==> config.mk <==
export PLATFORM = sky130hd
export DESIGN_NAME = fp_mul_booth_seq
export DESIGN_NICKNAME = d
export VERILOG_FILES = /design/src/rtl/fp_mul_pkg.sv /design/src/rtl/fp_mul_booth_seq_pp.sv /design/src/rtl/fp_mul_booth_seq.sv
export SDC_FILE = /design/constraint.sdc
export NUM_CORES = 1
export LEC_CHECK = 0
export BUFFER_PORTS_ARGS = -buffer_cell sky130_fd_sc_hd__buf_4
export CAP_MARGIN = 5
export CORE_ASPECT_RATIO = 1.75
export CORE_MARGIN = 4
export CORE_UTILIZATION = 40
export CTS_CLUSTER_DIAMETER = 80
export DETAILED_ROUTE_END_ITERATION = 12
export HOLD_SLACK_MARGIN = 0.1
export PLACE_DENSITY = 0.54
export SYNTH_ARGS = -nofsm -noshare
export SYNTH_HDL_FRONTEND = slang
export SYNTH_SLANG_ARGS = --single-unit
==> constraint.sdc <==
create_clock -name clk -period 8.65 [get_ports clk]
set_input_delay 0.865 -clock clk [delete_from_list [all_inputs] [get_ports clk]]
set_output_delay 0.865 -clock clk [all_outputs]
set_load 0.05 [all_outputs]
==> src/rtl/fp_mul_pkg.sv <==
// Shared types and helpers for the sequential radix-4 Booth floating-point multiplier.
package fp_mul_pkg;

    typedef enum logic [2:0] {
        S_IDLE, S_MUL, S_NORM, S_RND, S_DONE, S_SPEC
    } state_t;

    localparam logic [2:0] RM_RNE = 3'b000;
    localparam logic [2:0] RM_RTZ = 3'b001;
    localparam logic [2:0] RM_RDN = 3'b010;
    localparam logic [2:0] RM_RUP = 3'b011;
    localparam logic [2:0] RM_RMM = 3'b100;

    typedef logic signed [2:0] booth_t;

    function automatic booth_t booth_decode(input logic [2:0] triple);
        case (triple)
            3'b001, 3'b010: booth_decode = 3'sd1;
            3'b011:         booth_decode = 3'sd2;
            3'b100:         booth_decode = -3'sd2;
            3'b101, 3'b110: booth_decode = -3'sd1;
            default:        booth_decode = 3'sd0;
        endcase
    endfunction

    function automatic int digits_f(input int frc_w);
        return (frc_w + 3) / 2;
    endfunction

    function automatic int bias_f(input int exp_w);
        return (1 << (exp_w - 1)) - 1;
    endfunction

endpackage

==> src/rtl/fp_mul_booth_seq_pp.sv <==
// Radix-4 Booth partial product: decoded digit times multiplicand, placed at 4^digit.
module fp_booth_r4_pp
    import fp_mul_pkg::*;
#(
    parameter int W     = 24,
    parameter int ACC_W = 50,
    parameter int SH_W  = 4
) (
    input  logic [2:0]       triple,
    input  logic [W-1:0]     mcand,
    input  logic [SH_W-1:0]  digit,
    output logic [ACC_W-1:0] partial
);

    booth_t           d;
    logic [ACC_W-1:0] mag;

    always_comb begin
        d   = booth_decode(triple);
        mag = ACC_W'(mcand);
        if (d == 3'sd2 || d == -3'sd2)
            mag = mag << 1;
        if (d == 3'sd0)
            mag = '0;
        mag     = mag << {digit, 1'b0};
        partial = d[2] ? -mag : mag;
    end

endmodule

==> src/rtl/fp_mul_booth_seq.sv <==
// Sequential IEEE-754 multiplier, one Booth digit per clock, then normalise/round/pack.
// Define FP_MUL_DBG_PRODUCT_EN to expose the raw significand product on frc_Z_full.
module fp_mul_booth_seq
    import fp_mul_pkg::*;
#(
    parameter int EXP_W = 8,
    parameter int FRC_W = 23
) (
    input  logic                   clk,
    input  logic                   rst,
    input  logic                   in_valid,
    output logic                   in_ready,
    input  logic [EXP_W+FRC_W:0]   fp_X,
    input  logic [EXP_W+FRC_W:0]   fp_Y,
    input  logic [2:0]             r_mode,
    output logic                   out_valid,
    input  logic                   out_ready,
    output logic [EXP_W+FRC_W:0]   fp_Z,
    output logic                   ovrf,
    output logic                   udrf
`ifdef FP_MUL_DBG_PRODUCT_EN
    ,
    output logic [2*FRC_W+1:0]     frc_Z_full
`endif
);

    localparam int N     = EXP_W + FRC_W + 1;
    localparam int W     = FRC_W + 1;
    localparam int D     = digits_f(FRC_W);
    localparam int BIAS  = bias_f(EXP_W);
    localparam int ACC_W = 2 * W + 2;
    localparam int MW    = 2 * D + 1;
    localparam int CNT_W = $clog2(D);
    localparam int EW    = EXP_W + 2;
    localparam logic signed [EW-1:0] EMAX_S = EW'(2**EXP_W - 1);

    state_t state, state_d;
    logic [N-1:0]         x_q, y_q, z_q;
    logic [2:0]           rm_q;
    logic [ACC_W-1:0]     acc, partial;
    logic [CNT_W-1:0]     cnt;
    logic signed [EW-1:0] exp_q, exp_n, exp_r;
    logic [FRC_W-1:0]     frac_q;
    logic                 guard_q, sticky_q, ovrf_q, udrf_q;

    logic [EXP_W-1:0] ex_q, ey_q;
    logic [FRC_W-1:0] fx_q, fy_q;
    logic             sign, in_special;
    logic [MW-1:0]    mplr;
    logic [2:0]       triple;
    logic [2*W-1:0]   prod, pn;
    logic [W:0]       mant;
    logic             inc, to_inf, ovf, unf;
    logic [N-1:0]     rnd_z, spec_z;
    logic             unused_bits;

    assign ex_q = x_q[N-2:FRC_W];
    assign ey_q = y_q[N-2:FRC_W];
    assign fx_q = x_q[FRC_W-1:0];
    assign fy_q = y_q[FRC_W-1:0];
    assign sign = x_q[N-1] ^ y_q[N-1];

    // Any all-ones or all-zero exponent bypasses the iteration entirely.
    assign in_special = (&fp_X[N-2:FRC_W]) | (&fp_Y[N-2:FRC_W]) |
                        ~(|fp_X[N-2:FRC_W]) | ~(|fp_Y[N-2:FRC_W]);

    // Leading 0 keeps the recoded multiplier positive; trailing 0 seeds the first triple.
    assign mplr   = MW'({2'b01, fy_q, 1'b0});
    assign triple = mplr[{cnt, 1'b0} +: 3];

    fp_booth_r4_pp #(.W(W), .ACC_W(ACC_W), .SH_W(CNT_W)) u_pp (
        .triple  (triple),
        .mcand   ({1'b1, fx_q}),
        .digit   (cnt),
        .partial (partial)
    );

    assign prod  = acc[2*W-1:0];
    assign pn    = prod[2*W-1] ? prod : prod << 1;
    assign exp_n = EW'({2'b00, ex_q}) + EW'({2'b00, ey_q}) - EW'(BIAS) + EW'(prod[2*W-1]);

    always_comb begin
        case (rm_q)
            RM_RTZ:  inc = 1'b0;
            RM_RDN:  inc = sign & (guard_q | sticky_q);
            RM_RUP:  inc = ~sign & (guard_q | sticky_q);
            RM_RMM:  inc = guard_q;
            default: inc = guard_q & (sticky_q | frac_q[0]);
        endcase
        to_inf = (rm_q == RM_RTZ) ? 1'b0 : (rm_q == RM_RDN) ? sign :
                 (rm_q == RM_RUP) ? ~sign : 1'b1;
        mant  = {1'b0, 1'b1, frac_q} + (W+1)'(inc);
        exp_r = exp_q + EW'(mant[W]);
        rnd_z = {sign, exp_r[EXP_W-1:0], mant[FRC_W-1:0]};
        ovf   = 1'b0;
        unf   = 1'b0;
        if (exp_r >= EMAX_S) begin
            ovf   = 1'b1;
            rnd_z = to_inf ? {sign, {EXP_W{1'b1}}, {FRC_W{1'b0}}}
                           : {sign, {(EXP_W-1){1'b1}}, 1'b0, {FRC_W{1'b1}}};
        end else if (exp_r[EW-1] || exp_r == '0) begin
            unf   = 1'b1;
            rnd_z = {sign, {(N-1){1'b0}}};
        end
    end

    always_comb begin
        spec_z = {sign, {(N-1){1'b0}}};
        if (((&ex_q) && fx_q != '0) || ((&ey_q) && fy_q != '0) ||
            ((&ex_q) && ey_q == '0) || ((&ey_q) && ex_q == '0))
            spec_z = {1'b0, {EXP_W{1'b1}}, 1'b1, {(FRC_W-1){1'b0}}};
        else if ((&ex_q) || (&ey_q))
            spec_z = {sign, {EXP_W{1'b1}}, {FRC_W{1'b0}}};
    end

    always_comb begin
        state_d = state;
        case (state)
            S_IDLE:  if (in_valid) state_d = in_special ? S_SPEC : S_MUL;
            S_MUL:   if (cnt == CNT_W'(D - 1)) state_d = S_NORM;
            S_NORM:  state_d = S_RND;
            S_RND:   state_d = S_DONE;
            S_SPEC:  state_d = S_DONE;
            S_DONE:  if (out_ready) state_d = S_IDLE;
            default: state_d = S_IDLE;
        endcase
    end

    always_ff @(posedge clk or posedge rst) begin
        if (rst) state <= S_IDLE;
        else     state <= state_d;
    end

    always_ff @(posedge clk or posedge rst) begin
        if (rst) begin
            x_q <= '0; y_q <= '0; rm_q <= '0; acc <= '0; cnt <= '0;
            exp_q <= '0; frac_q <= '0; guard_q <= 1'b0; sticky_q <= 1'b0;
            z_q <= '0; ovrf_q <= 1'b0; udrf_q <= 1'b0;
        end else begin
            case (state)
                S_IDLE: if (in_valid) begin
                    x_q <= fp_X; y_q <= fp_Y; rm_q <= r_mode;
                    acc <= '0; cnt <= '0;
                end
                S_MUL: begin
                    acc <= acc + partial;
                    cnt <= cnt + 1'b1;
                end
                S_NORM: begin
                    exp_q    <= exp_n;
                    frac_q   <= pn[2*W-2:W];
                    guard_q  <= pn[W-1];
                    sticky_q <= |pn[W-2:0];
                end
                S_RND:  begin z_q <= rnd_z;  ovrf_q <= ovf;  udrf_q <= unf;  end
                S_SPEC: begin z_q <= spec_z; ovrf_q <= 1'b0; udrf_q <= 1'b0; end
                default: ;
            endcase
        end
    end

    assign in_ready    = (state == S_IDLE);
    assign out_valid   = (state == S_DONE);
    assign fp_Z        = z_q;
    assign ovrf        = ovrf_q;
    assign udrf        = udrf_q;
    assign unused_bits = ^{acc[ACC_W-1:2*W], mant[W-1], pn[2*W-1]};

`ifdef FP_MUL_DBG_PRODUCT_EN
    logic spec_q;

    always_ff @(posedge clk or posedge rst) begin
        if (rst)                           spec_q <= 1'b0;
        else if (state == S_IDLE && in_valid) spec_q <= in_special;
    end

    assign frc_Z_full = (state == S_DONE && !spec_q) ? prod : '0;

    always_comb begin
        if (state == S_DONE && !spec_q)
            assert (prod == (2*W)'({1'b1, fx_q}) * (2*W)'({1'b1, fy_q}));
    end
`endif

endmodule
# == Yosys cells after proc, flatten, opt, wreduce, memory -nomap -nowiden ==
# Cells that the tools add are included.
# word_totals
inputBits,71
register_bits,193
output_inout_bits,36
# op_classes
n_bitwise,12
n_addsub,8
eq_ne,21
reduce_logical,32
muxes,29
magnitude_cmp,1
n_shift,2
# ops
cell,n
$mux W50,2
$pmux W50 S2,1
$mux W31,3
$pmux W32 S2,1
$add A50 B50 Y50,1
$mux W25,2
$neg A50 Y50,1
$shl A25 B5 Y50,1
$mux W47,1
$reduce_bool A23 Y1,2
$mux W32,1
$reduce_and A8 Y1,4
$shiftx A27 B6 Y3,1
$add A24 B1 Y25,1
$mux W24,1
$reduce_or A23 Y1,1
$eq A3 B2 Y1 const B,7
$eq A3 B3 Y1 const B,7
$add A10 B1 Y10,2
$logic_not A8 Y1,2
$reduce_or A8 Y1,2
$pmux W3 S5,1
$mux W3,4
$pmux W3 S4,1
25 further kinds,55

# == Depth between registers and ports, before layout ==
# Gate-level depths: netlist of run 1.
# depth
ltp_word,13
mapped_depth,38

# == Hierarchy ==
# From an unflattened synthesis of run 1, not the netlist that was laid out.
# unflattened
cells_unflattened,1825
hier_area_um2,15843.9
# modules_own_cells
module,area_each_um2,cells_each,seq_area_each_um2,n_inst
fp_mul_booth_seq,12039.0,1261,4779.6,1
fp_booth_r4_pp,3804.9,564,0.0,1

# == Worst setup path before layout of run 1 ==
# No wires, ideal clock.
# synth_timing
path_kind,register -> register
from,register cnt[0]
to,register acc[44]
path_stages_with_launch,36
setup_time_ns,0.122
path_slack_ns,0.785
synth_period_minus_slack_ns,7.865
t_arrival_ns,7.743
path_cell_list,dfrtp_1 > buf_2 > clkbuf_1 > buf_1 > clkbuf_1 > buf_1 > mux4_2 > mux2i_1 > o22a_1 > inv_1 > ha_1 > nor3_1 > and4_1 > buf_4 > buf_2 > o311ai_1 > a32oi_4 > nand2_2 > o41ai_4 > nand2_2 > nor3b_4 > buf_4 > a21oi_1 > xnor2_1 > ha_1 > a21o_1 > a21o_1 > a21oi_1 > o21ai_0 > a21o_1 > o21ai_0 > a21oi_1 > o21a_1 > o21a_1 > or3_1 > a32o_1
# synth_between
elab_chain_len,13
word_cells_on_any_way,21
# synth_lines
element,line,text
start: declaration,fp_mul_booth_seq.sv:41,logic [CNT_W-1:0] cnt;
start signal: assignment,fp_mul_booth_seq.sv:147,cnt <= cnt + 1'b1;
$shiftx A27 B6 Y3,fp_mul_booth_seq.sv:69,"assign triple = mplr[{cnt, 1'b0} +: 3];"
$eq A3 B3 Y1 (tied with other cells),fp_mul_pkg.sv:17,case (triple)
$reduce_or A2 Y1,fp_mul_pkg.sv:17,
$pmux W3 S4,fp_mul_pkg.sv:17,
$eq A3 B3 Y1 or $eq A3 B2 Y1 (tied branches),fp_mul_booth_seq_pp.sv:21,if (d == 3'sd2 || d == -3'sd2)
$logic_or A1 B1 Y1,fp_mul_booth_seq_pp.sv:21,
$mux W25,fp_mul_booth_seq_pp.sv:21,
$mux W25,fp_mul_booth_seq_pp.sv:23,if (d == 3'sd0)
$shl A25 B5 Y50,fp_mul_booth_seq_pp.sv:25,"mag = mag << {digit, 1'b0};"
$neg A50 Y50,fp_mul_booth_seq_pp.sv:26,partial = d[2] ? -mag : mag;
$mux W50 *,fp_mul_booth_seq_pp.sv:26,
$add A50 B50 Y50 *,fp_mul_booth_seq.sv:146,acc <= acc + partial;
$pmux W50 S2 *,fp_mul_booth_seq.sv:140,case (state)
end signal: assignment,fp_mul_booth_seq.sv:146,
end: declaration,fp_mul_booth_seq.sv:40,"logic [ACC_W-1:0] acc, partial;"
# Mark *: on every way between the ends. The rest lies on a longest branch, timed or not.
# A chain may end at the register's enable or synchronous reset.

# == Worst setup path in the final report of run 1 ==
# layout_timing
from,register cnt[1]
to,register acc[44]
# Same word-level chain as after synthesis.

==> results of run 1 <==
flip-flops by register name, indices dropped and copies added (netlist names):
signal	cells
acc	48
cnt	4
exp_q	10
fp_Z	32
frac_q	23
guard_q	1
ovrf	1
rm_q	3
state	3
sticky_q	1
udrf	1
x_q	32
y_q	32
cell usage in the layout (no fill, tap or decap), types with 19 or more instances in the layout:
master   instances
a21o_1          24
a21oi_1         98
a22o_1          29
a31oi_1         30
and3_1          21
buf_4          142
dfrtp_1        190
ha_1            90
inv_1           39
mux2i_1         38
mux4_2          22
nand2_1        423
nand3_1         46
nand4_1         30
nor2_1          93
nor3_1          23
nor4_1          26
o21ai_0        173
o31a_1          19
xnor2_1         64
xor2_1          54
what timing repair did:
action                     CTS  global route
resized for setup            0             1
setup buffers                0             2
setup endpoints to repair    0             6
hold endpoints to repair     0             0
layout make-up:
type                    count  area share (%)
multi-input cells        1573            58.8
flip-flops and latches    191            27.2
repair buffers            144            6.29
well taps                 485            3.45
clock buffers              17            2.42
inverters                  43           0.960
clock inverters            15           0.861
logic make-up after synthesis:
| kind of cell | share of synthesized area [%] |
|---|---|
| mux | 6.13 |
| buf+inv | 4.11 |
| compound gates | 24.0 |
| flops | 30.3 |
| simple gates | 21.4 |
| fa+ha+maj | 7.40 |
| xor+xnor | 6.56 |
worst register-to-register path, delay by kind of cell (launching register included):
| kind | cells | cell delay [ps] |
|---|---|---|
| AND/OR/NAND/NOR | 7 | 1370 |
| flip-flops | 1 | 560 |
| AO/OA/AOI/OAI | 15 | 3850 |
| buffers and inverters | 4 | 820 |
| XOR/XNOR | 1 | 250 |
| adder cells (fa/ha/maj) | 3 | 860 |
layer usage:
layer	wire length (µm)	vias up	track usage, %
met3	1580	103	2.81
met4	2370	0	10.4
met2	26900	384	43.0
met5	0	-	0
li1	-	7117	-
met1	19000	6986	26.3
worst min-delay path by stage:
stage / start / end / slack [ps]
floorplan: exp_q[0] / exp_q[0] / 450
global placement: fp_Z[26] / fp_Z[26] / 470
detailed placement: fp_Z[27] / fp_Z[27] / 470
CTS: fp_Z[27] / fp_Z[27] / 490
global route: fp_Z[18] / fp_Z[18] / 520
finish: fp_Z[27] / fp_Z[27] / 480
per-stage QoR:
step / util, % / setup slack [ps] / std cells / hold slack [ps] / area (µm²)
detailed placement: 44.0 / 541 / 2434 / 472 / 17000
finish: 45.5 / 840 / 2468 / 482 / 17600
global route: 45.5 / 184 / 2468 / 521 / 17600
CTS: 45.5 / 478 / 2466 / 491 / 17600
global placement: 44.0 / 763 / 2434 / 465 / 17000
floorplan: - / 785 / 1917 / 452 / 15800
==> out/results.tsv, run 1 <==
stage	metric	value	unit
worst_setup_path	startpoint_type	flip-flop	
worst_setup_path	critPathMostFrequentCell	a21oi_1	
logic_synthesis	yosys.area.top_type	dfrtp_1	
floorplan	ioPinCount	107	
worst_setup_path	slowest_stage	a221oi_1	
logic_synthesis	syn_nets	2080	
grt	antenna_found_initial	0	
logic_synthesis	ys_types	101	
logic_synthesis	synth_top_area_share	30.3	%
hold_path	hold_path_class	reg -> reg	
floorplan	start_util	40.8	%
grt	grt-ovfl-total	0	
logic_synthesis	synth.avg_cell_area	8.22	µm²
logic_synthesis	synthCells	1917	
clock_tree	cts_sinks	191	
place	io_buffers	106	
clock_tree	clockBufferDepth	2	
cells_and_area	drive_gt1_share	13.1	%
grt	grt_start_max_net_pins	128	
sta	hold_violations	0	
clock_tree	root_buffer	clkbuf_16	
sta	setup_viol	0	
logic_synthesis	synth.top_cells.by_count	nand2_1 (424), dfrtp_1 (191), o21ai_0 (174)	
clock_tree	ctsHoldBuffers	0	
route	routed_wl	49.8	mm
worst_setup_path	reg2regPathDepth	30	
sta	period_needed	7810	ps
logic_synthesis	synth-seq-area-share	30.3	%
route	wire_per_inst	20.2	µm
cells_and_area	seq_area	4780	µm²
floorplan	num_rows	95	
worst_setup_path	worst_ep_arrival_time	8140	ps
worst_setup_path	max_stage_delay	610	ps
logic_synthesis	ys_ff_latch	191	
logic_synthesis	synth_warnings	0	
floorplan	die_h	271	µm
logic_synthesis	yosysMostFrequentCell	nand2_1	
cells_and_area	fin_nets	2133	
route	drt_iter0_drc	1007	
route	dr_total_vias	14600	
floorplan	core_area	38600	µm²
cells_and_area	nFillCells	3879	
worst_setup_path	crit_type	reg -> reg	
flow_run	max_cap_viol_count	0	
sta	final_max_slew_viol_count	0	
worst_setup_path	critPathCaptureType	flip-flop	
worst_setup_path	crit_cells	30	
logic_synthesis	synthArstFlopShare	100	%
logic_synthesis	synth_ff_type	dfrtp_1	
sta	tightest_slew	1170	ps
worst_setup_path	cp_data_required_time	8980	ps
logic_synthesis	ys_top_cells_by_area	dfrtp_1 (30%), nand2_1 (10%), ha_1 (7.1%)	
cells_and_area	multiInputGateArea	10300	µm²
worst_setup_path	reg2reg_slack	840	ps
clock_tree	cts_buffers	17	
clock_tree	cts_tree	built	
logic_synthesis	netlist_area	15800	µm²
clock_tree	path_clk_slew	80	ps
sta	rsz0062_at_grt	no	
route	routed_via_density	5.91	
floorplan	die_w	158	µm
worst_setup_path	critPathLaunch	cnt[1]	
sta	fmax	0.128	GHz
floorplan	die-area	42700	µm²
place	place_congestion	0.933	
grt	grt_pass1_wl	79.7	mm
place	hpwlAfterDp	38.7	mm
grt	grt_pass1_vias	14500	
route	drc	0	
worst_setup_path	crit_family	compound AO/OA/AOI/OAI gates	
run_status	status	completed	
sta	fin_tns_setup	0	ps
sta	finalCritPeriodShare	90.3	%
route	postRouteAntennaNets	0	
worst_setup_path	critPathBufInv	4	
sta	clock_skew	21.9	ps
clock_tree	clock_latency	450	ps
cells_and_area	diodes	0	
sta	slew_headroom	21.8	%
worst_setup_path	cp_max_fo	55	
worst_setup_path	critical_path.endpoint	acc[44]	
grt	grtUsageTotal	23.3	%
worst_setup_path	reg2reg_to	acc[44]	
logic_synthesis	synth_edf_count	0	
cells_and_area	layout-area-overhead-vs-synth	11.6	%
hold_path	whs_path_depth	2	
route	first_pass_iters	6	
clock_tree	h-tree-depth	4	
worst_setup_path	reg2reg_from	cnt[1]	
Power of run 1 is left out: the tool's default activity adds up to more than one toggle a clock period on the data nets, which glitch-free logic cannot reach.
==> inputs of run 2 (changes only) <==
--- a/config.mk
+++ b/config.mk
@@ -8,7 +8,7 @@
 export BUFFER_PORTS_ARGS = -buffer_cell sky130_fd_sc_hd__buf_4
 export CAP_MARGIN = 5
 export CORE_ASPECT_RATIO = 1.75
-export CORE_MARGIN = 4
+export CORE_MARGIN = 5
 export CORE_UTILIZATION = 40
 export CTS_CLUSTER_DIAMETER = 80
 export DETAILED_ROUTE_END_ITERATION = 12
==> run 2 against run 1 <==
- count of clock-buffer cells in the layout stayed put
- highest routed layer unchanged
- via count is 0.17% higher
- sequential cell count stayed put
==> out/results.tsv, run 2 (synthesis gave the netlist of run 1 again) <==
stage	metric	value	unit	change
grt	grt-ovfl-total	0		unchanged
worst_setup_path	critPathCaptureType	flip-flop		
grt	grt_pass1_vias	14600		+1.0%
sta	tightest_slew	1210	ps	+33.0 ps
clock_tree	cts_sinks	191		unchanged
sta	clock_skew	24.5	ps	+2.62 ps
cells_and_area	regMostFlops	acc		
worst_setup_path	critPathBufInv	3		-1
route	routed_wl	51.7	mm	+3.8%
route	first_pass_iters	5		-1
flow_run	max_cap_viol_count	0		unchanged
place	dp.cells	2446		+0.49%
floorplan	die_w	160	µm	+1.3%
clock_tree	ctsHoldBuffers	0		unchanged
worst_setup_path	cp_max_fo	33		-40%
route	drt_iter0_drc	1020		+1.3%
clock_tree	h-tree-depth	4		unchanged
sta	fin_tns_setup	0	ps	unchanged
route	dr_total_vias	14600		+0.17%
clock_tree	cts_tree	built		
worst_setup_path	crit_family	compound AO/OA/AOI/OAI gates		
place	hpwlAfterDp	40.4	mm	+4.5%
cells_and_area	drive_gt1_share	13.2	%	+0.17 points
worst_setup_path	reg2regPathDepth	29		-3.3%
floorplan	ioPinCount	107		unchanged
route	wire_per_inst	20.9	µm	+3.4%
clock_tree	root_buffer	clkbuf_16		
worst_setup_path	startpoint_type	flip-flop		
sta	rsz0062_at_grt	no		
route	drc	0		unchanged
route	routed_via_density	5.90		-0.23%
worst_setup_path	reg2reg_to	acc[44]		
cells_and_area	diodes	0		unchanged
grt	grt_start_max_net_pins	126		-1.6%
worst_setup_path	reg2reg_from	cnt[1]		
cells_and_area	instances_no_fill	2478		+0.41%
floorplan	die-area	43600	µm²	+2.0%
sta	hold_violations	0		unchanged
cells_and_area	fin_nets	2138		+0.23%
worst_setup_path	cp_data_required_time	8990	ps	about the same
worst_setup_path	worst_ep_arrival_time	8370	ps	+230 ps
floorplan	num_rows	96		+1.1%
cells_and_area	nFillCells	3927		+1.2%
worst_setup_path	critPathLaunch	cnt[1]		
sta	fmax	0.124	GHz	-2.8%
clock_tree	cts_buffers	17		unchanged
worst_setup_path	critPathMostFrequentCell	a21oi_1		
hold_path	hold_path_class	reg -> reg		
worst_setup_path	crit_cells	29		-3.3%
sta	slew_headroom	19.6	%	-2.2 points
sta	setup_viol	0		unchanged
worst_setup_path	max_stage_delay	680	ps	+70 ps
sta	finalCritPeriodShare	92.9	%	+2.6 points
clock_tree	postCtsSetupRepairBufs	0		unchanged
sta	final_max_slew_viol_count	0		unchanged
place	place_congestion	0.969		+3.9%
run_status	status	completed		
grt	antenna_found_initial	0		unchanged
cells_and_area	layout-area-overhead-vs-synth	12.0	%	
grt	grtUsageTotal	23.5	%	+0.17 points
worst_setup_path	reg2reg_slack	620	ps	-220 ps
route	postRouteAntennaNets	0		unchanged
worst_setup_path	critical_path.endpoint	acc[44]		
clock_tree	clockBufferDepth	2		unchanged
cells_and_area	final_cell_mix	nand2_1 (423), dfrtp_1 (191), o21ai_0 (173)		
floorplan	start_util	40.4	%	-0.42 points
floorplan	core_area	39000	µm²	+1.1%
hold_path	min-delay-start	fp_Z[30]		
sta	period_needed	8030	ps	+222 ps
grt	grt_pass1_wl	82.1	mm	+2.9%
worst_setup_path	crit_type	reg -> reg		
clock_tree	post_cts_resized	0		unchanged
clock_tree	path_clk_slew	90	ps	about the same
cells_and_area	largest_reg_flops	48		unchanged
cells_and_area	final_common_cell	nand2_1		
floorplan	die_h	273	µm	+0.74%
clock_tree	clock_latency	460	ps	about the same
place	io_buffers	106		unchanged
worst_setup_path	slowest_stage	a211oi_1		
## run 2: final cells by class
class | count | area [µm²] | share of cell area, %
multi-input cells | 1573 | 10300 | 58.6
inverters | 43 | 169 | 0.957
flip-flops and latches | 191 | 4780 | 27.1
well taps | 490 | 613 | 3.47
clock inverters | 15 | 179 | 1.01
repair buffers | 149 | 1130 | 6.41
clock buffers | 17 | 425 | 2.41
## run 2: worst min path at each step
| stage | endpoint | slack, ps | cells past startpoint |
|---|---|---|---|
| floorplan | exp_q[0] | 450 | 2 |
| global placement | fp_Z[28] | 470 | 2 |
| detailed placement | fp_Z[28] | 470 | 2 |
| CTS | fp_Z[28] | 490 | 2 |
| global route | fp_Z[26] | 520 | 2 |
| finish | fp_Z[30] | 480 | 2 |
## run 2: metal layers
layer | share of wire [%] | up-vias | global-route usage, % | wire length [µm]
li1 | - | 7124 | - | -
met1 | 38 | 7011 | 25.2 | 19500
met2 | 54 | 366 | 45.0 | 28000
met3 | 2.8 | 114 | 2.67 | 1460
met4 | 5.3 | 0 | 11.4 | 2770
met5 | 0 | - | 0 | 0
## run 2: stage by stage
step	utilization, %	hold WS, ps	cell area, µm²	setup slack (ps)
after global placement	43.7	465	17000	757
after detailed placement	43.7	472	17000	628
after floorplan	-	452	15800	785
after global routing	45.2	518	17600	8.28
after CTS	45.2	492	17600	621
final	45.2	483	17600	617
## run 2: tightest hold or removal path, delay by kind of cell, from the launching register on
kind	cells	cell delay, ps
AO/OA/AOI/OAI	1	60
flip-flops	1	350
AND/OR/NAND/NOR	1	40
Power of run 2 is left out for the same reason.
==> inputs of run 3 (changes only) <==
--- a/config.mk
+++ b/config.mk
@@ -7,13 +7,12 @@
 export LEC_CHECK = 0
 export BUFFER_PORTS_ARGS = -buffer_cell sky130_fd_sc_hd__buf_4
 export CAP_MARGIN = 5
-export CORE_ASPECT_RATIO = 1.75
+export CORE_ASPECT_RATIO = 0.9
 export CORE_MARGIN = 5
 export CORE_UTILIZATION = 40
 export CTS_CLUSTER_DIAMETER = 80
 export DETAILED_ROUTE_END_ITERATION = 12
 export HOLD_SLACK_MARGIN = 0.1
-export PLACE_DENSITY = 0.54
 export SYNTH_ARGS = -nofsm -noshare
 export SYNTH_HDL_FRONTEND = slang
 export SYNTH_SLANG_ARGS = --single-unit
==> run 3 against run 2 <==
- routed wire length shrank 9.7%
- clock skew fell by 5.9 ps
- global-route usage is 2.0 points lower
- cell area is 0.29% higher
- critical path depth fell by 2
==> out/results.tsv, run 3 (synthesis gave the netlist of run 1 again) <==
stage	metric	value	unit	change
clock_tree	root_buffer	clkbuf_16		
worst_setup_path	reg2reg_slack	790	ps	+170 ps
worst_setup_path	worst_ep_arrival_time	8220	ps	-150 ps
floorplan	num_rows	69		-28%
route	routed_via_density	5.81		-1.5%
grt	grt_pass1_wl	75.2	mm	-8.4%
worst_setup_path	reg2reg_to	acc[44]		
floorplan	die-area	43500	µm²	-0.34%
grt	grt-ovfl-total	0		unchanged
cells_and_area	fin_util	45.1	%	-0.051 points
sta	period_needed	7860	ps	-170 ps
cells_and_area	final_cell_mix	nand2_1 (424), dfrtp_1 (191), o21ai_0 (173)		
clock_tree	postCtsSetupRepairBufs	0		unchanged
clock_tree	path_clk_slew	80	ps	about the same
clock_tree	h-tree-depth	4		unchanged
worst_setup_path	critPathBufInv	2		-1
worst_setup_path	slowest_stage	dfrtp_1		
route	wl_met1	21.8	mm	+12%
grt	grt_start_max_net_pins	123		-2.4%
place	place_congestion	0.947		-2.3%
route	route.met3.wl	3.15	mm	+120%
floorplan	die_w	219	µm	+37%
worst_setup_path	startpoint_type	flip-flop		
route	met2_length	20.5	mm	-27%
worst_setup_path	critPathCaptureType	flip-flop		
grt	grt_pass1_vias	13800		-5.8%
hold_path	hold_path_class	reg -> reg		
place	hpwlAfterDp	35.6	mm	-12%
route	drc	0		unchanged
cells_and_area	layout-area-overhead-vs-synth	12.3	%	
cells_and_area	diodes	0		unchanged
hold_path	whs_endpoint	fp_Z[26]		
sta	rsz0062_at_grt	no		
route	first_pass_iters	6		+1
floorplan	ioPinCount	107		unchanged
cells_and_area	nFillCells	3952		+0.64%
route	drt_iter0_drc	1130		+11%
clock_tree	clock_latency	480	ps	+20 ps
route	dr_total_vias	14600		-0.041%
sta	tightest_slew	1170	ps	-34.9 ps
hold_path	min-delay-start	fp_Z[26]		
floorplan	start_util	40.2	%	-0.16 points
sta	clock_skew	18.6	ps	-5.94 ps
sta	fmax	0.127	GHz	+2.2%
place	dp.cells	2483		+1.5%
worst_setup_path	crit_type	reg -> reg		
grt	grtUsageTotal	21.5	%	-2.0 points
route	postRouteAntennaNets	0		unchanged
floorplan	die_h	198	µm	-27%
worst_setup_path	critPathMostFrequentCell	a21oi_1		
sta	hold_violations	0		unchanged
sta	final_max_slew_viol_count	0		unchanged
cells_and_area	instances_no_fill	2515		+1.5%
sta	fin_tns_setup	0	ps	unchanged
sta	slew_headroom	21.9	%	+2.3 points
clock_tree	clockBufferDepth	2		unchanged
flow_run	max_cap_viol_count	0		unchanged
worst_setup_path	cp_max_fo	21		-36%
route	top_layer	met4		
worst_setup_path	max_stage_delay	660	ps	-20 ps
worst_setup_path	reg2reg_from	cnt[1]		
hold_path	whs_path_depth	2		unchanged
route	routed_wl	46.7	mm	-9.7%
cells_and_area	final_common_cell	nand2_1		
sta	finalCritPeriodShare	90.9	%	-2.0 points
route	wire_per_inst	18.6	µm	-11%
grt	antenna_found_initial	0		unchanged
sta	setup_viol	0		unchanged
cells_and_area	regMostFlops	acc		
worst_setup_path	crit_family	compound AO/OA/AOI/OAI gates		
cells_and_area	largest_reg_flops	48		unchanged
place	io_buffers	106		unchanged
cells_and_area	fin_nets	2133		-0.23%
run_status	status	completed		
clock_tree	cts_tree	built		
floorplan	core_area	39200	µm²	+0.40%
cells_and_area	drive_gt1_share	13.0	%	-0.27 points
clock_tree	cts_sinks	191		unchanged
worst_setup_path	cp_data_required_time	9010	ps	+20 ps
worst_setup_path	reg2regPathDepth	27		-6.9%
sta	whs	488	ps	+4.86 ps
clock_tree	cts_buffers	17		unchanged
[run 3: changes by cell type in the layout (fill, tap and decap cells not counted), moves of 2 or more]
cell,delta
bufinv_16,+3
clkinv_8,-2
inv_6,+2
buf_4,-5
inv_8,-2
[run 3: timing repair]
item                       4_1_cts  5_1_grt
setup endpoints to repair        0        3
hold buffers                     0        0
gates resized for setup          0        1
[run 3: final cells by class]
class | count | area, µm² | share of cell area [%]
multi-input cells | 1573 | 10300 | 58.5
flip-flops and latches | 191 | 4780 | 27.0
repair buffers | 144 | 1090 | 6.18
well taps | 532 | 666 | 3.76
clock buffers | 17 | 425 | 2.40
clock inverters | 15 | 216 | 1.22
inverters | 43 | 169 | 0.955
[run 3: per-stage QoR]
step,area (µm²),setup WS [ps]
5_1_grt,17700,32.7
6_report,17700,788
3_3_place_gp,17100,922
2_1_floorplan,15800,785
3_5_place_dp,17100,719
4_1_cts,17700,675
[run 3: how the worst max path moves through the flow]
stage,startpoint,to,cells past startpoint
floorplan,cnt[0],acc[44],35
global route,cnt[1],acc[44],31
CTS,cnt[1],acc[44],31
finish,cnt[1],acc[44],27
detailed placement,cnt[1],acc[44],31
global placement,cnt[1],acc[44],31
[run 3: tightest hold or removal path, stage by stage (launching register included)]
cell and delay (ps):
dfrtp_1 350, nand2_1 50, o21ai_0 60
[run 3: per-layer routing]
metal	track usage, %	vias up
met2	32.8	504
met5	0	-
met4	6.95	0
li1	-	7108
met1	30.8	6918
met3	4.14	79
Power of run 3 is left out for the same reason.
